## config.mk

```make
export PLATFORM = sky130hd
export DESIGN_NAME = instruction_fetch
export DESIGN_NICKNAME = d
export VERILOG_FILES = /design/src/rtl/instruction_fetch.sv
export SDC_FILE = /design/constraint.sdc
export NUM_CORES = 1
export LEC_CHECK = 0
export ABC_CLOCK_PERIOD_IN_PS = 7200
export CAP_MARGIN = 40
export CORE_UTILIZATION = 49
export CTS_CLUSTER_SIZE = 14
export DETAILED_ROUTE_END_ITERATION = 10
export PLACE_DENSITY_LB_ADDON = 0.2
export SYNTH_ARGS = -nofsm -noshare
export SYNTH_HDL_FRONTEND = slang
export SYNTH_SLANG_ARGS = --single-unit
```

## constraint.sdc

```tcl
create_clock -name clk -period 7.2 [get_ports clk]
set_input_delay 1.8 -clock clk [delete_from_list [all_inputs] [get_ports clk]]
set_output_delay 1.8 -clock clk [all_outputs]
set_load 0.005 [all_outputs]
```

## src/rtl/instruction_fetch.sv

```systemverilog
// Fetch stage: PC register, IF/ID pipeline register and delivered-instruction counter.
// Define IF_JAL_EARLY_EN to redirect on jal directly in fetch.
module instruction_fetch #(
  parameter logic [31:0] RESET_PC = 32'h0000_0000,
  parameter logic [31:0] NOP_WORD = 32'h0000_0013
) (
  input  logic        clk,
  input  logic        rst,
  input  logic        stall,
  input  logic        jump_flag_ex,
  input  logic [31:0] jump_address_ex,
  output logic [31:0] imem_address,
  input  logic [31:0] imem_data,
  output logic [31:0] instruction_id,
  output logic [31:0] instruction_address_id,
  output logic        pre_jump_flag_id,
  output logic        early_jump_id,
  output logic [31:0] fetch_count
);

  logic [31:0] pc_q, pc_d;
  logic [31:0] instr_q, instr_d;
  logic [31:0] instr_addr_q, instr_addr_d;
  logic        early_q, early_d;
  logic [31:0] count_q, count_d;

  logic [31:0] pc_plus4;
  logic        is_jal;
  logic [31:0] jal_target;

  assign pc_plus4 = pc_q + 32'd4;

`ifdef IF_JAL_EARLY_EN
  logic [31:0] j_imm;
  assign is_jal     = (imem_data[6:0] == 7'b1101111);
  assign j_imm      = {{11{imem_data[31]}}, imem_data[31], imem_data[19:12], imem_data[20],
                       imem_data[30:21], 1'b0};
  assign jal_target = pc_q + j_imm;
`else
  assign is_jal     = 1'b0;
  assign jal_target = pc_plus4;
`endif

  always_comb begin
    pc_d         = pc_q;
    instr_d      = instr_q;
    instr_addr_d = instr_addr_q;
    early_d      = early_q;
    count_d      = count_q;
    if (jump_flag_ex) begin
      // Redirect wins over stall; the slot handed to decode becomes a bubble.
      pc_d    = jump_address_ex & 32'hFFFF_FFFC;
      instr_d = NOP_WORD;
      early_d = 1'b0;
    end else if (!stall) begin
      pc_d         = is_jal ? jal_target : pc_plus4;
      instr_d      = imem_data;
      instr_addr_d = pc_q;
      early_d      = is_jal;
      count_d      = count_q + 32'd1;
    end
  end

  always_ff @(posedge clk or posedge rst) begin
    if (rst) begin
      pc_q         <= RESET_PC;
      instr_q      <= NOP_WORD;
      instr_addr_q <= 32'h0;
      early_q      <= 1'b0;
      count_q      <= 32'h0;
    end else begin
      pc_q         <= pc_d;
      instr_q      <= instr_d;
      instr_addr_q <= instr_addr_d;
      early_q      <= early_d;
      count_q      <= count_d;
    end
  end

  assign imem_address           = pc_q;
  assign instruction_id         = instr_q;
  assign instruction_address_id = instr_addr_q;
  assign early_jump_id          = early_q;
  assign fetch_count            = count_q;
  assign pre_jump_flag_id       = jump_flag_ex;

endmodule

```

# Word level (Yosys, flattened, before mapping)
# Cells that the tools add are included.
[word_totals] reg_bits=129 latchBits=0 mem_bits_rw=0 romBits=0 out_inout_bits=130 wordCells=17 n_memories=0
[classes] addsub=2 n_mul=0 div_mod_pow=0 magnitude_cmp=0 n_eq_ne=1 shifts=0 mux=6 bitwise=2 reduce_logical=1
[op_table] operator="2-to-1 mux 32 bit" n=4
[op_table] operator="adder 32 x 1 -> 32 bit (second input constant)" n=1
[op_table] operator="adder 32 x 3 -> 32 bit (second input constant)" n=1
[op_table] operator="2-to-1 mux 1 bit" n=2
[op_table] operator="inequality test 2 x 1 -> 1 bit (second input constant)" n=1
[op_table] operator="NOT 1 bit" n=2
[op_table] operator="AND reduction 2 bit" n=1

# Depth between registers and ports, before layout
# Gate-level depths: netlist of run 1.
[depth] ltp_word=3 mapped_depth=6

# Worst setup path before layout of run 1
# No wires, ideal clock.
[synth_timing] kind="input-to-output" startpoint="input port jump_flag_ex" endpoint="output port pre_jump_flag_id" arrival_ps=1911 t_required_ps=5400 path_slack_ps=3489 path_stages=1 cell_sequence="buf_4"
[synth_rtl] item="start, declared" line_no="10" text="input logic jump_flag_ex,"
[synth_rtl] item="end, declared" line_no="16" text="output logic pre_jump_flag_id,"
# No word-level cell between the ends.

# Final worst setup path of run 1
[layout_timing] startpoint="input port jump_flag_ex" endpoint="output port pre_jump_flag_id"
# No word-level cell between the ends.

==> impl_metrics.toml, run 1 <==
[status]
outcome = "completed"

[synthesis]
synth-seq-area-share_pct = 54.9
synth_cell_types = 39
ys_async_sr_fraction_pct = 100
synth_area_per_cell_sq_um = 11.1
synth_edf_count = 0
synth_area_sq_mm = 0.00566
synth-main-ff-cell = "dfrtp_1"
synth_cells = 512
synth_seq_cells = 124
yosysWarnings = 0

[worst_setup_path]
max_stage_delay_ps = 530
path_class = "in2out"
crit_buf_inv = 2
start_kind = "primary input"
cp_cell_sequence = "buf_2 > clkdlybuf4s50_1"
cp-end-kind = "output pin"
worst_path_max_delay_cell = "clkdlybuf4s50_1"
required_ps = 5400
path_delay_family = "buffers and inverters"
cp_max_fo = 2
crit_arrival_ps = 2480

[finish]
nNetsFinal = 772
fillers = 746
seq_area_sq_mm = 0.00311
synthToLayoutAreaGrowth_pct = 48.0
fin_cells = 855
antennaDiodeCount = 0
multi_input_area_sq_mm = 0.00241
drive_above_1_share_pct = 10.9

[die]
die_x_um = 109
rows = 38
start_util_pct = 51.3
core_sq_mm = 0.0110
ios = 198
die_y_um = 109
die-area_sq_mm = 0.0120

[sta]
hold_ws_ps = 473
setup_viol = 0
skew_ps = 5.94
period_needed_ps = 4280
period_share_pct = 59.4
worstMarginPinSlew_ps = 908
slew_headroom_pct = 38.9
fmax_mhz = 234
rsz0062_at_grt = "false"
fin_setup_tns_ps = 0
finalMaxSlewViolations = 0
finalWorstSetupSlack_ps = 2920
hold_viol_final = 0

[global_route]
gr-usage-all-layers_pct = 26.6
grt_pass1_wl_um = 24200
grt_pass1_vias = 4772
overflow = 0
grt_max_degree = 79
antenna_found_initial = 0

[clock_network]
clock_sinks = 124
insertion_delay_ps = 420
clockRootBuffer = "clkbuf_16"
ctsResizeCount = 0
hold_buffers = 0
cts_buffers = 17
cts_tree = "done"
postCtsSetupBuffers = 0
htree_levels = 4
cts.clk_slew.worst_paths_ps = 50
clockBufferDepth = 2

[drt]
first_iter_violations = 253
drc_errors = 0
firstDrtPassIters = 4
vias = 4780
avgViaCountPerCell = 5.59
wl_per_cell_um = 17.7
detail-route-antenna-nets = 0
drt_wl_total_um = 15100

[power]
p_per_area_mw_per_mm2 = 261
p_leak_uw = 0.00352
peakVddDrop_uv = 174

[placed_design]
port_buffers = 190
post-place-ws_ps = 2940
place_hpwl_um = 10100
place.gp.congestion = 0.798
place_inst = 823

[min_path]
hp-class = "reg2reg"

[run]
max_cap_viol_count = 0
[per-layer routing]
layer / vias up / track usage, % / wire, um
li1: 2202 / - / -
met1: 2372 / 34.3 / 6330
met2: 184 / 42.9 / 7470
met3: 22 / 6.99 / 1040
met4: 0 / 10.1 / 243
met5: - / 0 / 0
[per-stage QoR]
stage / cell area, sq um / power [uW] / util [%]
final: 8380 / 2190 / 76.0
after global routing: 8380 / 2270 / 76.0
after CTS: 8380 / 2200 / 76.0
after detailed placement: 7700 / 1220 / 69.8
after global placement: 7640 / 1200 / 69.3
after floorplan: 5680 / 980 / -
[sequential cells by signal (all words and copies together) (netlist names)]
| name | flops |
|---|---|
| fetch_count | 32 |
| instruction_id | 32 |
| imem_address | 30 |
| instruction_address_id | 30 |
[cells by family (layout without fill, tap and decap cells)]
family	Yosys count	count (layout)	share of synthesized area (%)
and+or+nand+nor	196	196	18.3
buffers and inverters	40	239	3.09
DFF	124	124	54.9
AOI/OAI and AO/OA	41	41	4.46
muxes	64	64	12.0
adders and majority gates	2	2	0.442
other	1	5	0.0662
xor gates and xnor gates	44	44	6.81
[where the power goes]
group,internal (uW),total (uW),switching [uW]
sequential,772,853,80.3
clock,676,980,305
combinational,224,353,128
[cells in the final DEF (no fill, tap or decap), drive strengths merged]
cell	netlist	routed
nor2	43	43
conb	1	5
dfstp	3	3
nor2b	3	3
nand3b	1	1
buf	13	8
clkbuf	17	21
a211o	2	2
dfrtp	121	121
a31oi	9	9
a311o	1	1
mux2i	33	33
and3	7	7
bufinv	0	6
a21o	1	1
and4	8	8
nand4b	1	1
xor2	9	9
o211ai	3	3
and3b	1	1
o31a	1	1
mux2	31	31
clkdlybuf4s15	0	1
nand4	32	32
o31ai	3	3
a22oi	1	1
nor4	7	7
nor3	11	11
and2	3	3
clkinvlp	0	1
xnor2	35	35
clkinv	1	4
nand2	39	39
or3	8	8
clkdlybuf4s50	0	188
o21ai	20	20
nand3	22	22
ha	2	2
inv	9	10
or4	10	10
[layout make-up]
| type | instances | area share [%] |
|---|---|---|
| sequential | 124 | 37.1 |
| clock buffer | 21 | 5.62 |
| tap | 140 | 2.09 |
| inverter | 10 | 0.478 |
| timing repair buffer | 197 | 23.5 |
| multi-input combinational | 352 | 28.7 |
| clock inverter | 11 | 2.52 |
[Yosys cell counts, types with 3 or more instances]
master	number	area [sq um]
buf_1	5	18.8
or3_1	8	50.1
o211ai_1	3	22.5
mux2_2	31	349
nor3_1	11	55.1
and2_1	3	18.8
nor2_1	43	161
and3_1	7	43.8
a31oi_1	9	56.3
xor2_1	9	78.8
o31ai_1	3	22.5
dfstp_2	3	78.8
or4_1	10	75.1
mux2i_1	33	330
nand3_1	22	110
clkbuf_1	17	63.8
o21ai_0	20	100
and4_1	8	70.1
nand2_1	39	146
nand4_1	31	194
nor4_1	7	43.8
xnor2_1	35	307
inv_1	9	33.8
nor2b_1	3	18.8
buf_4	6	45.0
dfrtp_1	121	3030
[worst paths after layout]
kind | end | start | cells past startpoint | slack, ps
worst min register to register | fetch_count[31] | fetch_count[31] | 1 | 470
max in group asynchronous | instruction_id[30] | rst | 3 | 3980
worst max register to register | imem_address[29] | imem_address[8] | 4 | 4780
worst max-delay path | pre_jump_flag_id | jump_flag_ex | 2 | 2920
worst min-delay path | fetch_count[31] | fetch_count[31] | 1 | 470
min in group asynchronous | imem_address[29] | rst | 2 | 1870
Power figures use the tool's default switching activity.
==> inputs of run 2 (changes only) <==
ABC_CLOCK_PERIOD_IN_PS = 4200   (was 7200)
CORE_UTILIZATION = 45   (was 49)
clock period = 4.2 ns   (was 7.2 ns; I/O delays follow)
==> run 2 against run 1 <==
Sequential share of layout area rose by 0.17 points. Clock skew rose by 2.9 ps. Critical path depth rose by 3. Largest power group is now sequential cells.
==> impl_metrics.toml, run 2 (synthesis gave the netlist of run 1 again) <==
[status]
outcome = "completed"

[sta]
finalMaxSlewViolations = 0
fmax_mhz = 356
period_needed_ps = 2810
setup_viol = 0
skew_ps = 8.84
slew_headroom_pct = 35.0
rsz0062_at_grt = "false"
period_share_pct = 66.9
worstMarginPinSlew_ps = 966
fin_setup_tns_ps = 0
hold_viol_final = 0

[clock_network]
hold_buffers = 0
cts.clk_slew.worst_paths_ps = 60
clockBufferDepth = 2
clock_sinks = 124
postCtsSetupBuffers = 0
clockRootBuffer = "clkbuf_16"
cts_buffers = 17
htree_levels = 4
ctsResizeCount = 0
cts_tree = "done"
insertion_delay_ps = 410

[die]
start_util_pct = 46.6
die_y_um = 114
die_x_um = 114
core_sq_mm = 0.0122
rows = 40
die-area_sq_mm = 0.0130
ios = 198

[worst_setup_path]
start_kind = "primary input"
cp_common_cell = "or4_1"
max_stage_delay_ps = 760
crit_arrival_ps = 3130
cp-end-kind = "register"
crit_buf_inv = 1
worst_path_max_delay_cell = "or4_1"
cp_max_fo = 20
required_ps = 4520
path_class = "in2reg"
cp_cell_sequence = "buf_2 > nand3b_1 > or4_1 > or4_1 > a31oi_1"
path_delay_family = "simple AND/OR/NAND/NOR gates"

[finish]
final_common_cell = "clkdlybuf4s50_1"
fin_util_pct = 68.6
drive_above_1_share_pct = 11.3
nNetsFinal = 775
synthToLayoutAreaGrowth_pct = 47.3
antennaDiodeCount = 0
final_cell_mix = "clkdlybuf4s50_1, dfrtp_1, nor2_1"

[drt]
drt_wl_total_um = 14500
wl_per_cell_um = 16.3
detail-route-antenna-nets = 0
first_iter_violations = 237
drc_errors = 0
vias = 4701
firstDrtPassIters = 4
avgViaCountPerCell = 5.31

[placed_design]
place.gp.congestion = 0.826
place_hpwl_um = 9970
port_buffers = 190

[global_route]
gr-usage-all-layers_pct = 23.2
antenna_found_initial = 0
grt_pass1_wl_um = 23500
grt_max_degree = 62
overflow = 0
grt_pass1_vias = 4752

[run]
max_cap_viol_count = 0

[power]
power.total_uw = 3470
p_per_area_mw_per_mm2 = 417
p_leak_uw = 0.00348
peakVddDrop_uv = 227

[min_path]
hp-class = "reg2reg"
[run 2: changes by cell type in the layout (fill, tap and decap cells not counted), sizes merged]
cell / previous run / this run
inv: 10 / 8
clkinvlp: 1 / 4
bufinv: 6 / 2
clkbuf: 21 / 20
clkinv: 4 / 8
buf: 8 / 11
[run 2: worst register-to-register path, cell delays in order, from the launching register on]
cell     delay (ps)
dfrtp_1         530
nand4_4         210
or4_1           830
or4_1           560
a31oi_1         170
[run 2: area by class of cell]
cell class,instances,area (sq um)
clock inverter,12,121
tap,168,210
inverter,10,41.3
timing repair buffer,200,2000
multi-input combinational,352,2410
clock buffer,20,457
sequential,124,3110
fill,957,3820
[run 2: path summary, 6_finish.rpt]
path | startpoint | slack, ps | cells after the start | end
min in group asynchronous | rst | 1050 | 2 | instruction_id[0]
worst min-delay path | fetch_count[31] | 480 | 1 | fetch_count[31]
worst min register to register | fetch_count[31] | 480 | 1 | fetch_count[31]
worst max-delay path | stall | 1390 | 5 | imem_address[29]
max in group asynchronous | rst | 2470 | 4 | instruction_id[16]
worst max register to register | imem_address[8] | 1820 | 4 | imem_address[29]
[run 2: where the power goes]
part           total, uW  switching, uW  internal (uW)
sequential          1460            136           1320
clock               1410            515            897
combinational        602            215            387
[run 2: metrics by stage]
step           area (sq um)  instances  hold slack (ps)  setup slack [ps]
2_1_floorplan          5680        516              468              1630
3_5_place_dp           7760        854              467               972
5_1_grt                8340        886              494              1280
4_1_cts                8340        886              479              1410
6_report               8340        886              480              1390
3_3_place_gp           7720        851              462              1020
[run 2: layer usage]
| metal | vias to the layer above | track usage [%] | share of wire [%] | routed length [um] |
|---|---|---|---|---|
| li1 | 2209 | - | - | - |
| met1 | 2326 | 29.5 | 44 | 6290 |
| met2 | 144 | 37.8 | 49 | 7070 |
| met3 | 22 | 6.67 | 5.8 | 832 |
| met4 | 0 | 8.40 | 1.8 | 267 |
| met5 | - | 0 | 0 | 0 |
==> inputs of run 3 (changes only) <==
ABC_CLOCK_PERIOD_IN_PS = 2900   (was 4200)
clock period = 2.9 ns   (was 4.2 ns; I/O delays follow)
==> run 3 against run 2 <==
Non-clock buffer count grew 4. Sequential share of layout area grew 0.23 points. Register-to-register slack lost 1300 ps. Core utilization shrank 0.42 points. Critical path type is now reg2reg. Total power grew 39%. Critical endpoint unchanged. First-iteration DRC count shrank 5.1%.
==> impl_metrics.toml, run 3 (synthesis gave the netlist of run 1 again) <==
[die]
core_sq_mm = 0.0122
die_x_um = 114
die-area_sq_mm = 0.0130
start_util_pct = 46.6
rows = 40
ios = 198
die_y_um = 114

[power]
peakVddDrop_uv = 353
p_per_area_mw_per_mm2 = 583
seqPwrFrac_pct = 43.7
p_clk_share_pct = 38.3
p_leak_uw = 0.00347
switching_share_pct = 24.6
p_comb_share_pct = 18.0
intPower_uw = 3640
p_switching_uw = 1190

[sta]
fmax_mhz = 425
finalMaxSlewViolations = 0
fin_setup_tns_ps = 0
slew_headroom_pct = 54.2
worstMarginPinSlew_ps = 687
hold_ws_ps = 473
skew_ps = 6.65
period_share_pct = 81.0
period_needed_ps = 2350
setup_viol = 0
hold_viol_final = 0
rsz0062_at_grt = "false"

[clock_network]
htree_levels = 4
hold_buffers = 0
cts_buffers = 17
cts.clk_slew.worst_paths_ps = 50
cts_tree = "done"
clock_sinks = 124
clockBufferDepth = 2
clockRootBuffer = "clkbuf_16"
insertion_delay_ps = 410
ctsResizeCount = 0
postCtsSetupBuffers = 0

[placed_design]
port_buffers = 190
place.gp.congestion = 0.836
place_area_sq_mm = 0.00778
place_hpwl_um = 10000

[global_route]
overflow = 0
gr-usage-all-layers_pct = 23.4
grt_pass1_wl_um = 23500
grt_max_degree = 71
antenna_found_initial = 0
grt_pass1_vias = 4668

[finish]
final_cell_mix = "clkdlybuf4s50_1, dfrtp_1, nor2_1"
final_common_cell = "clkdlybuf4s50_1"
drive_above_1_share_pct = 10.7
synthToLayoutAreaGrowth_pct = 46.4
antennaDiodeCount = 0
fillers = 937
finalInstanceArea_sq_mm = 0.00829
nNetsFinal = 779

[drt]
first_iter_violations = 225
firstDrtPassIters = 4
vias = 4642
detail-route-antenna-nets = 0
wl_per_cell_um = 16.0
drc_errors = 0
avgViaCountPerCell = 5.23
drt_wl_total_um = 14200

[worst_setup_path]
crit_arrival_ps = 2690
path_class = "reg2reg"
required_ps = 3240
start_kind = "register"
cp-end-kind = "register"
cp_max_fo = 18

[run]
max_cap_viol_count = 0

[min_path]
hp-class = "reg2reg"

[status]
outcome = "completed"
-- run 3: cell types whose count changed in the layout (fill, tap and decap cells not counted), sizes merged --
cell           delta
clkdlybuf4s15     -1
clkinv            -5
buf               +5
clkbuf            +7
clkinvlp          -3
bufinv            -2
-- run 3: final timing paths --
| check | startpoint | endpoint | slack [ps] | depth (start not counted) |
|---|---|---|---|---|
| worst min register to register | fetch_count[31] | fetch_count[31] | 470 | 1 |
| worst max-delay path | imem_address[8] | imem_address[29] | 550 | 4 |
| worst min-delay path | fetch_count[31] | fetch_count[31] | 470 | 1 |
| max in group asynchronous | rst | instruction_id[19] | 1510 | 3 |
| worst max register to register | imem_address[8] | imem_address[29] | 550 | 4 |
| min in group asynchronous | rst | instruction_id[5] | 770 | 3 |
-- run 3: power groups by stage --
stage / Clock (uW) / Sequential (uW) / Combinational, uW
2_1_floorplan: 0 / 2110 / 320
3_3_place_gp: 0 / 2130 / 859
3_5_place_dp: 0 / 2140 / 879
4_1_cts: 1890 / 2110 / 886
5_1_grt: 1960 / 2150 / 944
6_report: 1850 / 2110 / 871
-- run 3: worst max-delay path, cell delays in order, from the launching register on --
cell and delay, ps:
dfrtp_1 520, nand4_4 210, or4_1 820, or4_1 560
a31oi_1 170
-- run 3: metal layers --
| metal | track usage [%] | routed length [um] |
|---|---|---|
| met1 | 29.0 | 6040 |
| met2 | 37.8 | 6950 |
| met3 | 5.51 | 763 |
| met4 | 12.8 | 428 |
| met5 | 0 | 0 |
-- run 3: stage by stage --
| step | worst slack (ps) | cells | power, uW | util [%] |
|---|---|---|---|---|
| after floorplan | 652 | 516 | 2430 | - |
| after global placement | 304 | 858 | 2990 | 63.9 |
| after detailed placement | 289 | 858 | 3020 | 63.9 |
| after CTS | 548 | 887 | 4880 | 68.2 |
| after global routing | 393 | 887 | 5050 | 68.2 |
| final | 550 | 887 | 4830 | 68.2 |
-- run 3: area by class of cell --
class	instances	area, sq um	area share, %
Sequential cell	124	3110	37.5
Clock inverter	2	10.0	0.121
Multi-Input combinational cell	352	2410	29.1
Timing Repair Buffer	204	2010	24.2
Tap cell	168	210	2.54
Inverter	10	41.3	0.498
Clock buffer	27	503	6.07
